===== src/rtl/string_match_pkg.sv =====
// Shared types and constants for the multi-lane string matcher:
// controller state encoding, default sizing, and slice helpers that
// split an MD5 digest into its {a,b,c,d} words.
package string_match_pkg;

  localparam int DEF_STR_LEN   = 19;
  localparam int DEF_NUM_LANES = 2;
  localparam int DEF_CNT_W     = 16;
  localparam int HASH_W        = 128;

  typedef enum logic [1:0] {
    IDLE = 2'd0,
    RUN  = 2'd1,
    DONE = 2'd2
  } state_e;

  // Digest word accessors; the digest is packed as {a,b,c,d}.
  function automatic logic [31:0] hash_a(input logic [HASH_W-1:0] h);
    return h[127:96];
  endfunction

  function automatic logic [31:0] hash_b(input logic [HASH_W-1:0] h);
    return h[95:64];
  endfunction

  function automatic logic [31:0] hash_c(input logic [HASH_W-1:0] h);
    return h[63:32];
  endfunction

  function automatic logic [31:0] hash_d(input logic [HASH_W-1:0] h);
    return h[31:0];
  endfunction

endpackage


===== src/rtl/hash_compare_lane.sv =====
// One return lane: compares the returned digest against the target and
// passes the tag and message through for the lowest-tag selector.
module hash_compare_lane
  import string_match_pkg::*;
#(
  parameter int MSG_W = 8 * DEF_STR_LEN,
  parameter int CNT_W = DEF_CNT_W
) (
  input  logic              ret_valid_i,
  input  logic [HASH_W-1:0] ret_hash_i,
  input  logic [HASH_W-1:0] target_hash_i,
  input  logic [CNT_W-1:0]  ret_tag_i,
  input  logic [MSG_W-1:0]  ret_msg_i,
  output logic              match_o,
  output logic [CNT_W-1:0]  tag_o,
  output logic [MSG_W-1:0]  msg_o
);

  // A lane only matches when it actually presents a return this cycle.
  assign match_o = ret_valid_i
                 && (hash_a(ret_hash_i) == hash_a(target_hash_i))
                 && (hash_b(ret_hash_i) == hash_b(target_hash_i))
                 && (hash_c(ret_hash_i) == hash_c(target_hash_i))
                 && (hash_d(ret_hash_i) == hash_d(target_hash_i));

  assign tag_o = ret_tag_i;
  assign msg_o = ret_msg_i;

endmodule


===== src/rtl/string_process_match_multi.sv =====
// Multi-lane string buffer / matcher. Bytes shift into a STR_LEN-char
// window; each accepted byte dispatches the window round-robin to the
// MD5 lanes tagged with its byte index. Returned digests are compared
// to the target and the lowest-tag match is kept for readout.
// Optional build macro: STRING_MATCH_COUNT_EN (adds proc_match_count).
module string_process_match_multi
  import string_match_pkg::*;
#(
  parameter int STR_LEN   = DEF_STR_LEN,
  parameter int NUM_LANES = DEF_NUM_LANES,
  parameter int CNT_W     = DEF_CNT_W
) (
  input  logic                           clk,
  input  logic                           reset_n,
  input  logic                           proc_start,
  input  logic [CNT_W-1:0]               proc_num_bytes,
  input  logic [7:0]                     proc_data,
  input  logic                           proc_data_valid,
  input  logic                           proc_match_char_next,
  input  logic [HASH_W-1:0]              proc_target_hash,
  output logic                           proc_done,
  output logic                           proc_match,
  output logic [CNT_W-1:0]               proc_byte_pos,
  output logic [7:0]                     proc_match_char,
  output logic [CNT_W-1:0]               proc_match_count,
  output logic [8*STR_LEN-1:0]           md5_msg,
  output logic [CNT_W-1:0]               md5_tag,
  output logic [NUM_LANES-1:0]           md5_msg_valid,
  input  logic [NUM_LANES*HASH_W-1:0]    md5_ret_hash,
  input  logic [NUM_LANES*8*STR_LEN-1:0] md5_ret_msg,
  input  logic [NUM_LANES*CNT_W-1:0]     md5_ret_tag,
  input  logic [NUM_LANES-1:0]           md5_ret_valid
);

  localparam int MSG_W = 8 * STR_LEN;
  localparam int PTR_W = (NUM_LANES > 1) ? $clog2(NUM_LANES) : 1;

  state_e               state_q, state_d;
  logic [CNT_W-1:0]     num_bytes_q, num_bytes_d;
  logic [MSG_W-1:0]     window_q, window_d;
  logic [CNT_W-1:0]     sent_count_q, sent_count_d;
  logic [CNT_W-1:0]     ret_count_q, ret_count_d;
  logic [PTR_W-1:0]     lane_ptr_q, lane_ptr_d;
  logic [MSG_W-1:0]     md5_msg_q, md5_msg_d;
  logic [CNT_W-1:0]     md5_tag_q, md5_tag_d;
  logic [NUM_LANES-1:0] md5_valid_q, md5_valid_d;
  logic                 match_q, match_d;
  logic [CNT_W-1:0]     byte_pos_q, byte_pos_d;
  logic [MSG_W-1:0]     match_msg_q, match_msg_d;

  logic [MSG_W-1:0]     window_shift;
  logic [NUM_LANES-1:0] lane_match;
  logic [CNT_W-1:0]     lane_tag [NUM_LANES];
  logic [MSG_W-1:0]     lane_msg [NUM_LANES];
  logic                 best_found;
  logic [CNT_W-1:0]     best_tag;
  logic [MSG_W-1:0]     best_msg;
  logic [3:0]           ret_hits;
  logic [CNT_W:0]       ret_sum;
  logic [CNT_W-1:0]     ret_capped;

  assign window_shift = {window_q[MSG_W-9:0], proc_data};

  // Per-lane digest comparators.
  generate
    for (genvar gi = 0; gi < NUM_LANES; gi++) begin : g_lane
      hash_compare_lane #(
        .MSG_W (MSG_W),
        .CNT_W (CNT_W)
      ) u_lane (
        .ret_valid_i   (md5_ret_valid[gi]),
        .ret_hash_i    (md5_ret_hash[gi*HASH_W +: HASH_W]),
        .target_hash_i (proc_target_hash),
        .ret_tag_i     (md5_ret_tag[gi*CNT_W +: CNT_W]),
        .ret_msg_i     (md5_ret_msg[gi*MSG_W +: MSG_W]),
        .match_o       (lane_match[gi]),
        .tag_o         (lane_tag[gi]),
        .msg_o         (lane_msg[gi])
      );
    end
  endgenerate

  // Pick the lowest-tag match among lanes and count returns this cycle.
  always_comb begin
    best_found = 1'b0;
    best_tag   = '0;
    best_msg   = '0;
    ret_hits   = '0;
    for (int i = 0; i < NUM_LANES; i++) begin
      if (md5_ret_valid[i]) begin
        ret_hits = ret_hits + 4'd1;
      end
      if (lane_match[i] && (!best_found || (lane_tag[i] < best_tag))) begin
        best_found = 1'b1;
        best_tag   = lane_tag[i];
        best_msg   = lane_msg[i];
      end
    end
    ret_sum    = {1'b0, ret_count_q} + (CNT_W+1)'(ret_hits);
    ret_capped = (ret_sum > {1'b0, num_bytes_q}) ? num_bytes_q : ret_sum[CNT_W-1:0];
  end

  // Next-state logic: batch control, dispatch, return accounting, readout.
  always_comb begin
    state_d      = state_q;
    num_bytes_d  = num_bytes_q;
    window_d     = window_q;
    sent_count_d = sent_count_q;
    ret_count_d  = ret_count_q;
    lane_ptr_d   = lane_ptr_q;
    md5_msg_d    = md5_msg_q;
    md5_tag_d    = md5_tag_q;
    md5_valid_d  = '0;
    match_d      = match_q;
    byte_pos_d   = byte_pos_q;
    match_msg_d  = match_msg_q;

    if (proc_start) begin
      // A start always wins, even over a byte presented in the same cycle.
      state_d      = RUN;
      num_bytes_d  = proc_num_bytes;
      window_d     = '0;
      sent_count_d = '0;
      ret_count_d  = '0;
      lane_ptr_d   = '0;
      md5_msg_d    = '0;
      md5_tag_d    = '0;
      match_d      = 1'b0;
      byte_pos_d   = '0;
      match_msg_d  = '0;
    end else begin
      case (state_q)
        RUN: begin
          if (proc_data_valid && (sent_count_q < num_bytes_q)) begin
            window_d     = window_shift;
            md5_msg_d    = window_shift;
            md5_tag_d    = sent_count_q;
            md5_valid_d  = NUM_LANES'(1) << lane_ptr_q;
            lane_ptr_d   = (lane_ptr_q == PTR_W'(NUM_LANES - 1)) ? '0 : lane_ptr_q + 1'b1;
            sent_count_d = sent_count_q + CNT_W'(1);
          end
          ret_count_d = ret_capped;
          if (best_found) begin
            match_d = 1'b1;
            if (!match_q || (best_tag < byte_pos_q)) begin
              byte_pos_d  = best_tag;
              match_msg_d = best_msg;
            end
          end
          if (ret_count_q == num_bytes_q) begin
            state_d = DONE;
          end
        end
        DONE: begin
          if (proc_match_char_next) begin
            match_msg_d = {match_msg_q[MSG_W-9:0], 8'h00};
          end
        end
        IDLE:    state_d = IDLE;
        default: state_d = IDLE;
      endcase
    end
  end

  // State and datapath registers.
  always_ff @(posedge clk or negedge reset_n) begin
    if (!reset_n) begin
      state_q      <= IDLE;
      num_bytes_q  <= '0;
      window_q     <= '0;
      sent_count_q <= '0;
      ret_count_q  <= '0;
      lane_ptr_q   <= '0;
      md5_msg_q    <= '0;
      md5_tag_q    <= '0;
      md5_valid_q  <= '0;
      match_q      <= 1'b0;
      byte_pos_q   <= '0;
      match_msg_q  <= '0;
    end else begin
      state_q      <= state_d;
      num_bytes_q  <= num_bytes_d;
      window_q     <= window_d;
      sent_count_q <= sent_count_d;
      ret_count_q  <= ret_count_d;
      lane_ptr_q   <= lane_ptr_d;
      md5_msg_q    <= md5_msg_d;
      md5_tag_q    <= md5_tag_d;
      md5_valid_q  <= md5_valid_d;
      match_q      <= match_d;
      byte_pos_q   <= byte_pos_d;
      match_msg_q  <= match_msg_d;
    end
  end

`ifdef STRING_MATCH_COUNT_EN
  logic [CNT_W-1:0] match_count_q, match_count_d;
  logic [3:0]       match_hits;
  logic [CNT_W:0]   match_sum;

  // Count matching lanes per cycle during RUN, saturating at all-ones.
  always_comb begin
    match_hits = '0;
    for (int i = 0; i < NUM_LANES; i++) begin
      if (lane_match[i]) begin
        match_hits = match_hits + 4'd1;
      end
    end
    match_sum     = {1'b0, match_count_q} + (CNT_W+1)'(match_hits);
    match_count_d = match_count_q;
    if (proc_start) begin
      match_count_d = '0;
    end else if (state_q == RUN) begin
      match_count_d = match_sum[CNT_W] ? '1 : match_sum[CNT_W-1:0];
    end
  end

  // Match counter register.
  always_ff @(posedge clk or negedge reset_n) begin
    if (!reset_n) begin
      match_count_q <= '0;
    end else begin
      match_count_q <= match_count_d;
    end
  end

  assign proc_match_count = match_count_q;
`else
  assign proc_match_count = '0;
`endif

  assign proc_done       = (state_q == DONE);
  assign proc_match      = match_q;
  assign proc_byte_pos   = byte_pos_q;
  assign proc_match_char = match_msg_q[MSG_W-1 -: 8];
  assign md5_msg         = md5_msg_q;
  assign md5_tag         = md5_tag_q;
  assign md5_msg_valid   = md5_valid_q;

endmodule


===== config.mk =====
export PLATFORM = sky130hd
export DESIGN_NAME = string_process_match_multi
export DESIGN_NICKNAME = d
export VERILOG_FILES = /design/src/rtl/string_match_pkg.sv /design/src/rtl/hash_compare_lane.sv /design/src/rtl/string_process_match_multi.sv
export SDC_FILE = /design/constraint.sdc
export NUM_CORES = 1
export LEC_CHECK = 0
export CAP_MARGIN = 10
export CELL_PAD_IN_SITES_DETAIL_PLACEMENT = 0
export CELL_PAD_IN_SITES_GLOBAL_PLACEMENT = 1
export CORE_AREA = 2 2 379 381
export DETAILED_ROUTE_END_ITERATION = 12
export DIE_AREA = 0 0 381 383
export GPL_TIMING_DRIVEN = 0
export PLACE_DENSITY_LB_ADDON = 0.08
export SYNTH_ARGS = -nofsm -noshare
export SYNTH_HDL_FRONTEND = slang
export SYNTH_HIERARCHICAL = 1
export SYNTH_SLANG_ARGS = --single-unit

===== constraint.sdc =====
create_clock -name clk -period 5.48 [get_ports clk]
set_clock_uncertainty 0.1 [all_clocks]
set_input_delay 1.37 -clock clk [delete_from_list [all_inputs] [get_ports clk]]
set_output_delay 1.37 -clock clk [all_outputs]
set_load 0.02 [all_outputs]

==> flow_summary.yaml, run 1 <==
outcome:
  status: "complete, but fails checks"
  failed_checks: "setup timing"
synthesis:
  synth_largest_area_cell: "dfrtp_1"
  ys_seq_elements: 390
  yosysWarnings: 6
  synth_ff_type: "dfrtp_1"
  ys_seq_area_share_pct: 35.69
  synthDistinctLibCells: 66
  syn_area_mm2: 0.02735
  syn_avg_cell_area_um2: 8.386
  netlist_instances: 3261
  netlist_top_cells_count: "nand2_1, dfrtp_1, buf_4"
  async_reset_ff_share_pct: 100.0
  yosysMostFrequentCell: "nand2_1"
  yosys-top-cells-area: "dfrtp_1, buf_4, nand2_1"
  synth_top_area_share_pct: 35.69
  synth-edff-count: 0
clock_tree:
  clk_pin_slew_ns: 0.06
  clock-sinks: 390
  cts_root_buf: "clkbuf_16"
  cts_tree: "built"
  numCtsBuffers: 54
  ctsLongestPathBuffers: 3
  clock_latency_ns: 0.67
  htree_levels: 2
  postCtsHoldBufs: 0
worst_hold_path:
  hold_start: "lane_ptr_q"
  hold_class: "reg2reg"
  min_path_cells: 1
  min_to: "md5_msg_valid[0]"
power_and_ir_drop:
  finalPower_mw: 8.264
  pwr-share-comb_pct: 17.0
  clkPwrFrac_pct: 47.4
  p_switching_mw: 2.283
  swShare_pct: 27.63
  pwr-share-seq_pct: 35.6
  pwr_density_cell_mw_per_mm2: 204.5
  intPower_mw: 5.981
  leakage_nw: 17.59
  ir_worst_vdd_mv: 0.2280
routing:
  vias_per_cell: 4.379
  ant_nets: 0
  vias: 26193
  route.met2.wl_um: 69830
  top_layer: "met5"
  dr_wl_met3_um: 11740
  drt-met1-wl_um: 67840
  drt_iter0_drc: 1433
  drc_errors: 0
  wirelength_um: 151900
  wl_per_cell_um: 25.38
  first_pass_iters: 5
global_routing:
  grt_overflow: 0
  grt_antenna_before_repair: 67
  grt_max_degree: 105
  track_usage_pct: 20.23
  grt_pass1_wl_um: 213600
  grt_pass1_vias: 28032
floorplan:
  dieArea_mm2: 0.1459
  fp-row-count: 139
  core_area_mm2: 0.1423
  fp.dieH_um: 383
  pin_count: 963
  die_w_um: 381
  start_util_pct: 19.22
setup_path:
  critPathKind: "in2reg"
  r2r.worst_path.cells: 16
  cp_slowest_cell: "a2111o_1"
  startpoint_type: "input port"
  r2r-start: "ret_count_q[4]"
  crit_fanout: 6
  cp-end-kind: "flip-flop"
  r2r-end: "ret_count_q[15]"
  ff2ff_setup_slack_ns: 1.17
  setup.worst_path.start: "md5_ret_hash[106]"
  crit_path_max_incr_delay_ns: 0.44
  cp.required_ns: 5.89
  cp.arrival_ns: 7.57
sta:
  final_hold_viol_count: 0
  setup_violations: 168
  worst_pin_slew_ns: 1.167
  drv_slew: 0
  finalCritPeriodShare_pct: 130.7
  maxSlewHeadroom_pct: 22.20
  clock.fmax_mhz: 139.6
  min_period_ns: 7.165
  rsz0062_at_grt: "true"
  fin_ws_ns: -1.685
final_layout:
  area.growth.synth_to_final_pct: 47.80
  nets: 4833
  fillers: 15618
  finish.utilization_pct: 28.41
  drive_gt1_share_pct: 22.36
placed_design:
  io_buffers: 610
  place_congestion: 0.8857
  hpwl_um: 124500
job:
  drv_cap: 0
[timing repair]
action / in CTS / in global routing
cloned: 19 / 2
buffers inserted: 46 / 19
endpoints found under the setup margin: 182 / 184
pin swaps: 83 / 49
gates resized for setup: 559 / 159
[how the worst max path moves through the flow]
stage / slack [ns] / end
after floorplan: -1.22 / match_msg_q[100]
after global placement: -17.90 / md5_msg[114]
after detailed placement: -4.77 / match_msg_q[141]
after CTS: -1.74 / match_msg_q[129]
after global routing: -1.87 / match_msg_q[146]
final: -1.68 / match_msg_q[131]
[metrics by stage]
stage               setup WS (ns)  hold slack, ns  std cells  area, um^2  setup TNS, ns
global placement           -17.90          0.3864       5789       36020       -7737.96
detailed placement         -4.773          0.3627       5793       36140        -796.89
CTS                        -1.738          0.3868       5956       40060        -277.37
finish                     -1.685          0.3834       5982       40420        -263.08
global route               -1.874          0.4197       5971       40390        -295.55
floorplan                  -1.215          0.3445       3276       27540        -194.73
[power groups by stage]
stage | registers, mW | logic [mW] | clock network [mW]
floorplan | 2.99 | 0.634 | 0
global placement | 3.00 | 1.33 | 0
detailed placement | 2.99 | 1.34 | 0
CTS | 2.94 | 1.42 | 4.07
global route | 2.94 | 1.52 | 4.18
finish | 2.94 | 1.40 | 3.92
[critical path: cells and delay by family]
family	cells	cell delay [ns]
simple gates	8	1.77
compound gates	10	2.07
mux	1	0.30
fa+ha+maj	2	0.45
buf+inv	12	1.60
[flip-flops by register name (all words and copies together), names as in the netlist]
name / flops
ret_count_q: 16
md5_msg_valid: 2
sent_count_q: 16
lane_ptr_q: 1
state_q: 2
proc_byte_pos: 16
num_bytes_q: 16
match_msg_q: 152
proc_match: 1
md5_msg: 152
md5_tag: 16
[layer usage]
| metal | GRT usage, % | vias to the layer above |
|---|---|---|
| met1 | 26.43 | 12862 |
| met2 | 32.67 | 654 |
| met3 | 6.945 | 179 |
| met4 | 3.067 | 66 |
| met5 | 0 | - |
| li1 | - | 12432 |
[cells in the final DEF (no fill, tap or decap), types with 36 or more instances in the layout]
| master | netlist | routed |
|---|---|---|
| o21ai_0 | 80 | 54 |
| nor2_1 | 53 | 38 |
| inv_1 | 111 | 106 |
| buf_4 | 360 | 394 |
| clkdlybuf4s50_1 | 0 | 433 |
| xor2_1 | 36 | 36 |
| clkbuf_16 | 0 | 59 |
| clkbuf_1 | 169 | 169 |
| a21oi_1 | 212 | 207 |
| nand4_1 | 195 | 195 |
| mux2_4 | 60 | 114 |
| nand2b_1 | 65 | 62 |
| xnor2_1 | 159 | 146 |
| nand2_1 | 559 | 551 |
| dfrtp_1 | 390 | 390 |
| nor2b_1 | 53 | 46 |
| dlygate4sd2_1 | 0 | 82 |
| nand3_1 | 330 | 324 |
| ha_1 | 65 | 56 |
[logic make-up after synthesis]
logic type	share of synthesized area (%)
AO/OA/AOI/OAI	9.507
XOR/XNOR	6.245
buffers and inverters	14.50
flip-flops	35.69
AND/OR/NAND/NOR	24.08
other	0.01371
multiplexers	6.913
adder cells (fa/ha/maj)	3.047
[final cells by class]
cell class	instances	area, um^2	share of cell area (%)
multi-input combinational	2208	14940	36.97
sequential	390	9759	24.14
timing repair buffer	692	7147	17.68
buffer	559	3779	9.348
tap	1903	2381	5.891
clock buffer	79	1605	3.972
inverter	111	416.7	1.031
clock inverter	21	341.6	0.8451
antenna	19	47.55	0.1176
(Power assumes the default switching activity.)
==> run 2, diff against run 1 <==
DONT_BUFFER_PORTS = 1   (was not set)
==> run 2 against run 1 <==
Against the previous run:
- the run ends with slew limit, setup timing left
- design area shrank 16%
- sequential share of layout area grew 4.6 points
- sequential cell count is the same
- non-clock buffer count shrank 627
- combinational power shrank 32%
- critical path type unchanged
- largest cell class unchanged
- largest power group unchanged
==> flow_summary.yaml, run 2 (synthesized netlist as in run 1, its figures left out) <==
outcome:
  status: "complete, but fails checks"
  failed_checks: "slew limit, setup timing"
setup_path:
  cp-end-kind: "flip-flop"
  critPathKind: "in2reg"
  cp_slowest_cell: "a2111o_1"
  cp.arrival_ns: 7.25
  ff2ff_setup_slack_ns: 0.84
  crit_path_max_incr_delay_ns: 0.38
  cp.required_ns: 5.93
  critPathBufInv: 11
  critical_path.top_delay_family: "compound AO/OA/AOI/OAI gates"
  r2r.worst_path.cells: 16
  setup.worst_path.start: "proc_target_hash[88]"
  crit_fanout: 6
  r2r-end: "ret_count_q[15]"
  startpoint_type: "input port"
  r2r-start: "ret_count_q[1]"
sta:
  drv_slew: 155
  maxSlewHeadroom_pct: -16.95
  worst_pin_slew_ns: 1.754
  hold_slack_ns: 0.3840
  rsz0062_at_grt: "true"
  finalCritPeriodShare_pct: 124.1
  clock.fmax_mhz: 147.1
  setup_violations: 168
  final_hold_viol_count: 0
  min_period_ns: 6.799
  fin_ws_ns: -1.319
clock_tree:
  clock_latency_ns: 0.68
  cts_tree: "built"
  clk_pin_slew_ns: 0.06
  cts_root_buf: "clkbuf_16"
  postCtsHoldBufs: 0
  ctsLongestPathBuffers: 3
  htree_levels: 2
  clock-sinks: 390
  numCtsBuffers: 55
job:
  drv_cap: 0
power_and_ir_drop:
  leakage_nw: 14.60
  ir_worst_vdd_mv: 0.1922
  pwr_density_cell_mw_per_mm2: 223.4
global_routing:
  grt_antenna_before_repair: 41
  grt_overflow: 0
  track_usage_pct: 19.23
  grt_pass1_vias: 25084
  grt_pass1_wl_um: 201300
  grt_max_degree: 391
placed_design:
  place_congestion: 0.9533
  placed_area_mm2: 0.02992
  io_buffers: 0
  placed_cells: 5179
  hpwl_um: 118500
routing:
  drt_iter0_drc: 1294
  vias: 23997
  first_pass_iters: 5
  wirelength_um: 146100
  drc_errors: 0
  wl_per_cell_um: 27.31
  vias_per_cell: 4.485
  ant_nets: 0
final_layout:
  layout.cells.most_common: "nand2_1"
  fin_area_mm2: 0.03391
  nets: 4208
  area.growth.synth_to_final_pct: 23.98
  mostFrequentLayoutCells: "nand2_1, dfrtp_1, buf_4, nand3_1, a21oi_1"
  final_cells: 5350
  regArea_mm2: 0.009759
  drive_gt1_share_pct: 22.97
  fillers: 15883
  multi_input_area_mm2: 0.01475
floorplan:
  pin_count: 963
  start_util_pct: 19.22
  fp.dieH_um: 383
  core_area_mm2: 0.1423
  die_w_um: 381
  dieArea_mm2: 0.1459
  fp-row-count: 139
worst_hold_path:
  min_path_cells: 1
  hold_start: "lane_ptr_q"
  min_to: "md5_msg_valid[0]"
  hold_class: "reg2reg"
[run 2: repair_timing]
| item | CTS | global route |
|---|---|---|
| gates resized for setup | 158 | 153 |
| buffers inserted | 31 | 12 |
| pin swaps | 28 | 33 |
| endpoints found under the setup margin | 172 | 177 |
| cloned | 7 | 11 |
[run 2: layout make-up]
type / instances / area share, %
Clock inverter: 16 / 0.5830
Multi-Input combinational cell: 2209 / 43.49
Antenna cell: 16 / 0.1181
Inverter: 111 / 1.229
Clock buffer: 81 / 4.731
Tap cell: 1903 / 7.022
Sequential cell: 390 / 28.78
Timing Repair Buffer: 58 / 2.565
Buffer: 566 / 11.48
[run 2: metrics by stage]
stage / TNS (ns) / setup slack (ns) / utilization, % / power (mW)
6_report: -209.62 / -1.319 / 23.83 / 7.575
5_1_grt: -249.30 / -1.553 / 23.82 / 7.927
4_1_cts: -232.16 / -1.448 / 23.13 / 7.715
3_5_place_dp: -702.70 / -4.250 / 21.03 / 3.870
3_3_place_gp: -712.45 / -4.300 / 21.03 / 3.880
2_1_floorplan: -194.73 / -1.215 / - / 3.622
[run 2: where the power goes]
part           total (mW)  leakage, nW  internal (mW)  switching [mW]
Sequential           2.95         5.40           2.91          0.0457
Clock                3.67        0.887           2.12            1.55
Combinational       0.955         8.31          0.470           0.485
Total                7.58         14.6           5.50            2.08
[run 2: metal layers]
| layer | vias up | track usage [%] | share of wire (%) |
|---|---|---|---|
| met5 | - | 0 | 0.24 |
| met1 | 11902 | 25.28 | 44 |
| met3 | 165 | 7.967 | 9.7 |
| met4 | 54 | 3.565 | 1.6 |
| li1 | 11186 | - | - |
| met2 | 690 | 29.54 | 45 |
[run 2: worst max path at each step]
stage,to,slack (ns),cells after the start
4_1_cts,match_msg_q[75],-1.45,32
5_1_grt,match_msg_q[72],-1.55,31
3_5_place_dp,match_msg_q[108],-4.25,29
6_report,match_msg_q[52],-1.32,32
3_3_place_gp,match_msg_q[110],-4.30,29
2_1_floorplan,match_msg_q[100],-1.22,30
[run 2: worst reg2reg max path, cell delays in order, from the launching register on]
cell and delay [ns]:
dfrtp_1 0.44, ha_1 0.30, a21oi_1 0.14, nor3_2 0.35, and3_1 0.20, clkbuf_1 0.28
and3_1 0.29, xor2_1 0.21, ha_1 0.28, a21oi_1 0.13, o21ai_0 0.21, o21ai_0 0.23
nand3_1 0.17, o21ai_2 0.41, nand2_2 0.28, a211oi_1 0.35, o21a_1 0.14
